$ cat src/rtl/riscv_definitions.sv
// Shared core types: register addresses, operand-select encodings and shadow stage tags.
package riscv_definitions;

    typedef logic [4:0] regAddr_t;

    typedef enum logic [1:0] {
        RS1_S1   = 2'd0,
        RD_MA_S1 = 2'd1,
        RD_WB_S1 = 2'd2,
        PC_S1    = 2'd3
    } ctrlAluSrc1_e;

    typedef enum logic [1:0] {
        RS2_S2   = 2'd0,
        RD_MA_S2 = 2'd1,
        RD_WB_S2 = 2'd2,
        IMM_S2   = 2'd3
    } ctrlAluSrc2_e;

    typedef enum logic [1:0] {
        FWD_NONE = 2'd0,
        FWD_MA   = 2'd1,
        FWD_WB   = 2'd2
    } fwdSel_e;

    typedef struct packed {
        regAddr_t rd;
        logic     wr_en;
        logic     ld;
    } stageTag_t;

endpackage

$ cat src/rtl/pipeline_ctrl_fwd_select.sv
// Priority compare of one source register against the instructions heading to MA and WB.
module fwd_select
    import riscv_definitions::*;
(
    input  regAddr_t rs_addr,
    input  regAddr_t ma_rd,
    input  logic     ma_wr,
    input  regAddr_t wb_rd,
    input  logic     wb_wr,
    output fwdSel_e  sel
);

    always_comb begin
        sel = FWD_NONE;
        // x0 is hardwired zero, so it never forwards
        if (rs_addr != '0) begin
            if (ma_wr && (ma_rd == rs_addr)) begin
                sel = FWD_MA;
            end else if (wb_wr && (wb_rd == rs_addr)) begin
                sel = FWD_WB;
            end
        end
    end

endmodule

$ cat src/rtl/pipeline_ctrl.sv
// Hazard and forwarding controller: stage enables, flushes, load-use stall and
// registered operand selects, with a shadow pipeline of destination tags.
module pipeline_ctrl
    import riscv_definitions::*;
(
    input  logic         clk,
    input  logic         rst,
    input  regAddr_t     rs1_addr_id,
    input  regAddr_t     rs2_addr_id,
    input  logic         rs1_used_id,
    input  logic         rs2_used_id,
    input  logic         src1_pc_id,
    input  logic         src2_imm_id,
    input  regAddr_t     rd0_addr_id,
    input  logic         rd0_wr_en_id,
    input  logic         data_rd_en_id,
    input  logic         branch_taken,
    input  logic         mem_wait,
    output ctrlAluSrc1_e alu_src1,
    output ctrlAluSrc2_e alu_src2,
    output ctrlAluSrc2_e storage_src,
    output logic         clk_en_if_id,
    output logic         clk_en_id_ex,
    output logic         clk_en_ex_ma,
    output logic         clk_en_ma_wb,
    output logic         flush_if_id,
    output logic         flush_id_ex,
    output logic         load_use_stall
);

    stageTag_t    ex_q, ma_q, wb_q;
    fwdSel_e      sel1, sel2;
    ctrlAluSrc1_e alu_src1_d;
    ctrlAluSrc2_e alu_src2_d, storage_d;
    logic         bubble;

    always_comb begin
        load_use_stall = ex_q.ld && ex_q.wr_en && (ex_q.rd != '0) &&
                         ((rs1_used_id && (rs1_addr_id == ex_q.rd)) ||
                          (rs2_used_id && (rs2_addr_id == ex_q.rd))) &&
                         !branch_taken;
        bubble       = load_use_stall || branch_taken;
        clk_en_id_ex = !mem_wait;
        clk_en_ex_ma = !mem_wait;
        clk_en_ma_wb = !mem_wait;
        clk_en_if_id = !mem_wait && !load_use_stall;
        flush_if_id  = !mem_wait && branch_taken;
        flush_id_ex  = !mem_wait && bubble;
    end

    fwd_select u_fwd_rs1 (
        .rs_addr (rs1_addr_id),
        .ma_rd   (ex_q.rd),
        .ma_wr   (ex_q.wr_en),
        .wb_rd   (ma_q.rd),
        .wb_wr   (ma_q.wr_en),
        .sel     (sel1)
    );

    fwd_select u_fwd_rs2 (
        .rs_addr (rs2_addr_id),
        .ma_rd   (ex_q.rd),
        .ma_wr   (ex_q.wr_en),
        .wb_rd   (ma_q.rd),
        .wb_wr   (ma_q.wr_en),
        .sel     (sel2)
    );

    always_comb begin
        alu_src1_d = RS1_S1;
        storage_d  = RS2_S2;
        if (src1_pc_id) begin
            alu_src1_d = PC_S1;
        end else begin
            case (sel1)
                FWD_MA:  alu_src1_d = RD_MA_S1;
                FWD_WB:  alu_src1_d = RD_WB_S1;
                default: alu_src1_d = RS1_S1;
            endcase
        end
        case (sel2)
            FWD_MA:  storage_d = RD_MA_S2;
            FWD_WB:  storage_d = RD_WB_S2;
            default: storage_d = RS2_S2;
        endcase
        alu_src2_d = src2_imm_id ? IMM_S2 : storage_d;
    end

    always_ff @(posedge clk or posedge rst) begin
        if (rst) begin
            alu_src1    <= RS1_S1;
            alu_src2    <= RS2_S2;
            storage_src <= RS2_S2;
            ex_q        <= '0;
            ma_q        <= '0;
            wb_q        <= '0;
        end else if (clk_en_id_ex) begin
            if (flush_id_ex) begin
                alu_src1    <= RS1_S1;
                alu_src2    <= RS2_S2;
                storage_src <= RS2_S2;
            end else begin
                alu_src1    <= alu_src1_d;
                alu_src2    <= alu_src2_d;
                storage_src <= storage_d;
            end
            ex_q.rd    <= rd0_addr_id;
            ex_q.wr_en <= rd0_wr_en_id && !bubble;
            ex_q.ld    <= data_rd_en_id && !bubble;
            ma_q       <= ex_q;
            wb_q       <= ma_q;
        end
    end

endmodule

$ cat config.mk
export PLATFORM = sky130hd
export DESIGN_NAME = pipeline_ctrl
export DESIGN_NICKNAME = d
export VERILOG_FILES = /design/src/rtl/riscv_definitions.sv /design/src/rtl/pipeline_ctrl_fwd_select.sv /design/src/rtl/pipeline_ctrl.sv
export SDC_FILE = /design/constraint.sdc
export NUM_CORES = 1
export LEC_CHECK = 0
export ABC_AREA = 1
export BUFFER_PORTS_ARGS = -buffer_cell sky130_fd_sc_hd__buf_2
export CAP_MARGIN = 15
export CELL_PAD_IN_SITES_DETAIL_PLACEMENT = 0
export CELL_PAD_IN_SITES_GLOBAL_PLACEMENT = 1
export CORE_AREA = 2 2 61 63
export CTS_CLUSTER_DIAMETER = 80
export DETAILED_ROUTE_END_ITERATION = 10
export DIE_AREA = 0 0 63 65
export HOLD_SLACK_MARGIN = 0.08
export PLACE_DENSITY_LB_ADDON = 0.12
export SKIP_CTS_REPAIR_TIMING = 1
export SLEW_MARGIN = 20
export SYNTH_ARGS = -nofsm -noshare
export SYNTH_HDL_FRONTEND = slang
export SYNTH_SLANG_ARGS = --single-unit
$ cat constraint.sdc
create_clock -name clk -period 2.5 [get_ports clk]
set_input_delay 0.5 -clock clk [delete_from_list [all_inputs] [get_ports clk]]
set_output_delay 0.5 -clock clk [all_outputs]
set_load 0.1 [all_outputs]
* Yosys cells after proc, flatten, opt, wreduce, memory -nomap -nowiden
Index checks and enable logic that the tools add are counted.
** Cells by class
- Equality and inequality tests :: 10
- Reductions and logical operators :: 24
- Mux-type cells :: 13
** Operator list (number)
- == test 5 bit :: 6
- 2-to-1 mux 2 bit :: 11
- logical AND 1 bit :: 15
- nonzero test 5 bit :: 3
- one-hot mux 2 bit (2 select lines) :: 2
- == test 2 x 1 -> 1 bit (second input constant) :: 2
- == test 2 bit (second input constant) :: 2
- logical NOT 1 bit :: 4
- logical OR 1 bit :: 2
** Storage, ports and cells
- Output and inout bits :: 13
- Input bits :: 25
- Logic and storage cells :: 55
- Register bits :: 19

* Depth between registers and ports, before layout
- Word-level depth :: 9
- Mapped depth :: 10
- Gate-level depth less buffers :: 10

* Cells and area by module
A second synthesis with hierarchy kept.
** Second synthesis, totals
- Cell total of the unflattened synthesis :: 252
- Area total of the unflattened synthesis :: 1521.5 sq um
** Modules (own cells, without submodules)
- pipeline_ctrl :: area an instance 1063.5 sq um, cells an instance 144, sequential area each 475.5 sq um, times used 1
- fwd_select :: area an instance 229.0 sq um, cells an instance 54, sequential area each 0.0 sq um, times used 2

* Worst setup path after synthesis
No wires, ideal clock.
- Kind :: input to output
- From :: input rs2_addr_id[1]
- To :: output load_use_stall
- Buffers on the path :: 0
- Arrival :: 2.306 ns
- Path slack :: -0.306 ns
- Required time :: 2.000 ns
- Cell stages on the path :: 8
- Cell sequence :: inv_1 -> nand2_1 -> nand2_1 -> nor2_2 -> nand4_1 -> nand2_2 -> nand2_4 -> nor2_1
** On the way
- Word-level cells in the longest chain between the ends :: 5
** Ends and longest elaborated chain
- start: declaration :: line pipeline_ctrl.sv:9 : input regAddr_t rs2_addr_id,
- == test 5 bit :: line pipeline_ctrl.sv:40 : (rs2_used_id && (rs2_addr_id == ex_q.rd))) &&
- logical AND 1 bit :: line pipeline_ctrl.sv:40
- logical OR 1 bit :: line pipeline_ctrl.sv:39 : ((rs1_used_id && (rs1_addr_id == ex_q.rd)) ||
- logical AND 1 bit :: line pipeline_ctrl.sv:38 : load_use_stall = ex_q.ld && ex_q.wr_en && (ex_q.rd != '0) &&
- logical AND 1 bit :: line pipeline_ctrl.sv:40
- end: declaration :: line pipeline_ctrl.sv:28 : output logic load_use_stall
No other way between the ends.

* Final worst setup path
- From :: register ex_q[4] (netlist name)
- To :: output clk_en_if_id
** On the way
- Word-level cells in the longest chain between the ends :: 7
- Elaborated cells on any way between the ends :: 11
- Those cells by class :: 2 x eq/ne; 9 x reduce/logical
** Ends and longest elaborated chain
- start: declaration :: line pipeline_ctrl.sv:31 : stageTag_t ex_q, ma_q, wb_q;
- == test 5 bit (on tied branches) :: line pipeline_ctrl.sv:39, pipeline_ctrl.sv:40
- logical AND 1 bit (on tied branches) :: line pipeline_ctrl.sv:39, pipeline_ctrl.sv:40
- logical OR 1 bit :: line pipeline_ctrl.sv:39
- logical AND 1 bit * :: line pipeline_ctrl.sv:38
- logical AND 1 bit * :: line pipeline_ctrl.sv:40
- logical NOT 1 bit * :: line pipeline_ctrl.sv:46 : clk_en_if_id = !mem_wait && !load_use_stall;
- logical AND 1 bit * :: line pipeline_ctrl.sv:46
- end: declaration :: line pipeline_ctrl.sv:22 : output logic clk_en_if_id,
Every way passes the cells marked *; elsewhere a longest branch is shown, timed or not.

==> impl_metrics.yaml <==
synthesis:
  synthSimpleGateAreaFrac: 0.3390
  syn_area_sq_um: 1259
  ys_seq_area_frac: 0.3777
  yosys.area_share.adder: 0
  yosys_warnings: 0
  syn_inst: 177
  synthXorXnorAreaFrac: 0.04175
  synth_seq_cells: 19
  synth_top_family_by_area: "simple AND/OR/NAND/NOR gates"
  postSynthAreaPerCell_sq_um: 7.111
  synth_compound_area_frac: 0.1402
  muxShareOfSynthArea: 0
  synth.distinct_cells: 26
  syn-num-nets: 202
placement:
  pre_cts_ws_ns: 0.2482
  place_congestion: 0.8508
  io_buffers: 37
  dp.cells: 259
  hpwl_microns: 2561
routing:
  first_pass_iters: 4
  dr_total_vias: 1225
  wl_per_cell_microns: 12.02
  vias_per_cell: 4.640
  drt_iter0_markers: 50
  drt.antenna.violating_nets: 0
  drc: 0
  routed_wl_microns: 3173
min_path:
  hp-class: "in -> async"
layout:
  nets: 242
  utilization: 0.4656
  nFillCells: 381
  area_delta_synth_final_pct: 29.32
  mostFrequentLayoutCells: "nand2_1, buf_2, inv_1"
  diodes: 0
  fin_cells: 264
  layout_commonest_cell: "nand2_1"
  final_layout_size_suffix_gt1_frac: 0.3380
run_status:
  run_status: "finished clean"
run:
  max_cap_violations: 0
floorplan:
  io_pins: 38
  core.rowCount: 22
  fp.dieH_microns: 65
  core_area_sq_um: 3496
  die_area_sq_um: 4095
  start_util: 0.3601
  die_w_microns: 63
global_routing:
  grt_pass1_wl_microns: 5602
  grt_max_degree: 20
  track_usage: 0.1721
  antenna_found_initial: 0
  grt_overflow_total: 0
  grt_pass1_vias: 1288
timing:
  setup_violations: 0
  worst_pin_slew_ns: 0.7633
  drv_slew: 0
  rsz0062_at_grt: "false"
  finClkSkew_ns: 0.0009549
  fin_crit_sh: 0.9414
  hold_viol: 0
  tns_ns: 0
  slew-limit-headroom: 0.4906
  timing.final.ws_setup_ns: 0.1464
  period_needed_ns: 2.354
  clock.fmax_mhz: 424.9
setup_path:
  cp_max_fo: 5
  cp.arrival_ns: 1.85
  path_class: "reg -> out"
  reg2reg_from: "ex_q[2]$_DFFE_PP0N_"
  worstPathRequired_ns: 2.00
  timing.rr.end: "alu_src2[1]$_DFFE_PP0N_"
  worst_setup_path_end_kind: "output pin"
  r2r_slack_ns: 1.08
  cp-start-kind: "register"
  r2r_cells: 8
cts:
  clk_pin_slew_ns: 0.11
  clock_latency_ns: 0.30
  h-tree-depth: 1
  cts.sink_count: 19
  cts_tree: "yes"
  cts_max_path_buffers: 2
  cts_buffers: 3
  clock_tree.root_cell: "clkbuf_4"
power:
  powerDensity_nw_per_um2: 499.1
  totalPowerFinal_w: 0.0008125
  power.leakage_nw: 0.8677
  ir_drop_uv: 221.4
-- worst max path at each step --
stage | startpoint | to | slack [ns]
finish | ex_q[4]$_DFFE_PP0N_ | clk_en_if_id | 0.15
global route | ex_q[4]$_DFFE_PP0N_ | clk_en_if_id | 0.004
CTS | ex_q[2]$_DFFE_PP0N_ | clk_en_if_id | 0.08
detailed placement | rs2_addr_id[1] | clk_en_if_id | 0.25
global placement | rs2_addr_id[1] | clk_en_if_id | 0.26
floorplan | rs2_addr_id[1] | flush_id_ex | 0.04
-- kinds of logic after synthesis --
kind of cell	after synthesis
xor gates and xnor gates	6
AOI/OAI and AO/OA	27
and+or+nand+nor	94
buffers and inverters	31
DFF	19
-- power by group --
| group | leakage, nW | switching [W] | internal (W) |
|---|---|---|---|
| registers | 0.237 | 0.0000254 | 0.000335 |
| logic | 0.616 | 0.000196 | 0.0000900 |
| clock network | 0.0150 | 0.000104 | 0.0000623 |
| total | 0.868 | 0.000325 | 0.000487 |
-- sequential cells by signal, summed over array words and instances (netlist names) --
register / cells
alu_src2: 2
storage_src: 2
ma_q: 6
ex_q: 7
alu_src1: 2
-- worst max-delay path: stages, from the launching register on --
cell and delay, ns:
dfrtp_1 0.42, inv_2 0.07, nand2_1 0.06, nand2_1 0.05
nor2_1 0.16, nand4_1 0.13, nand2_2 0.09, nand2_4 0.09
o21ai_2 0.18, clkinvlp_4 0.12, buf_12 0.17
-- synthesized netlist by cell type (all sizes together) --
master  instances  area (sq um)
dfrtp          19         475.5
nand4           5         31.28
buf             5         30.02
clkbuf          1         3.750
nand2          59         250.2
xnor2           4         35.03
nand3           7         40.04
nand3b          1         7.510
o21bai          1         7.510
xor2            2         17.52
nor2           18         75.07
inv            25         93.84
nor3            2         10.01
o21ai          20         115.1
or2             2         12.51
o211a           1         10.01
a21oi           5         43.79
-- through the flow --
| step | hold WS (ns) | cell area (sq um) |
|---|---|---|
| floorplan | 0.4511 | 1267 |
| global placement | 0.4662 | 1592 |
| detailed placement | 0.4702 | 1592 |
| CTS | 0.3493 | 1618 |
| global route | 0.3692 | 1628 |
| finish | 0.3077 | 1628 |
-- layer usage --
| metal | track usage | vias to the layer above | routed length (microns) |
|---|---|---|---|
| li1 | - | 630 | - |
| met1 | 0.2187 | 568 | 1489 |
| met2 | 0.2979 | 23 | 1526 |
| met3 | 0.02778 | 4 | 118 |
| met4 | 0.05556 | 0 | 40 |
| met5 | 0 | - | 0 |
-- layout make-up --
class                      count  area (sq um)  share of cell area
sequential                    19         478.0              0.2936
inverter                      25         97.59             0.05995
tap                           48         60.06             0.03689
clock buffer                   4         26.28             0.01614
multi-input combinational    127         660.6              0.4058
timing repair buffer          41         305.3              0.1875
Note: power is estimated with default switching activity, not from simulation.
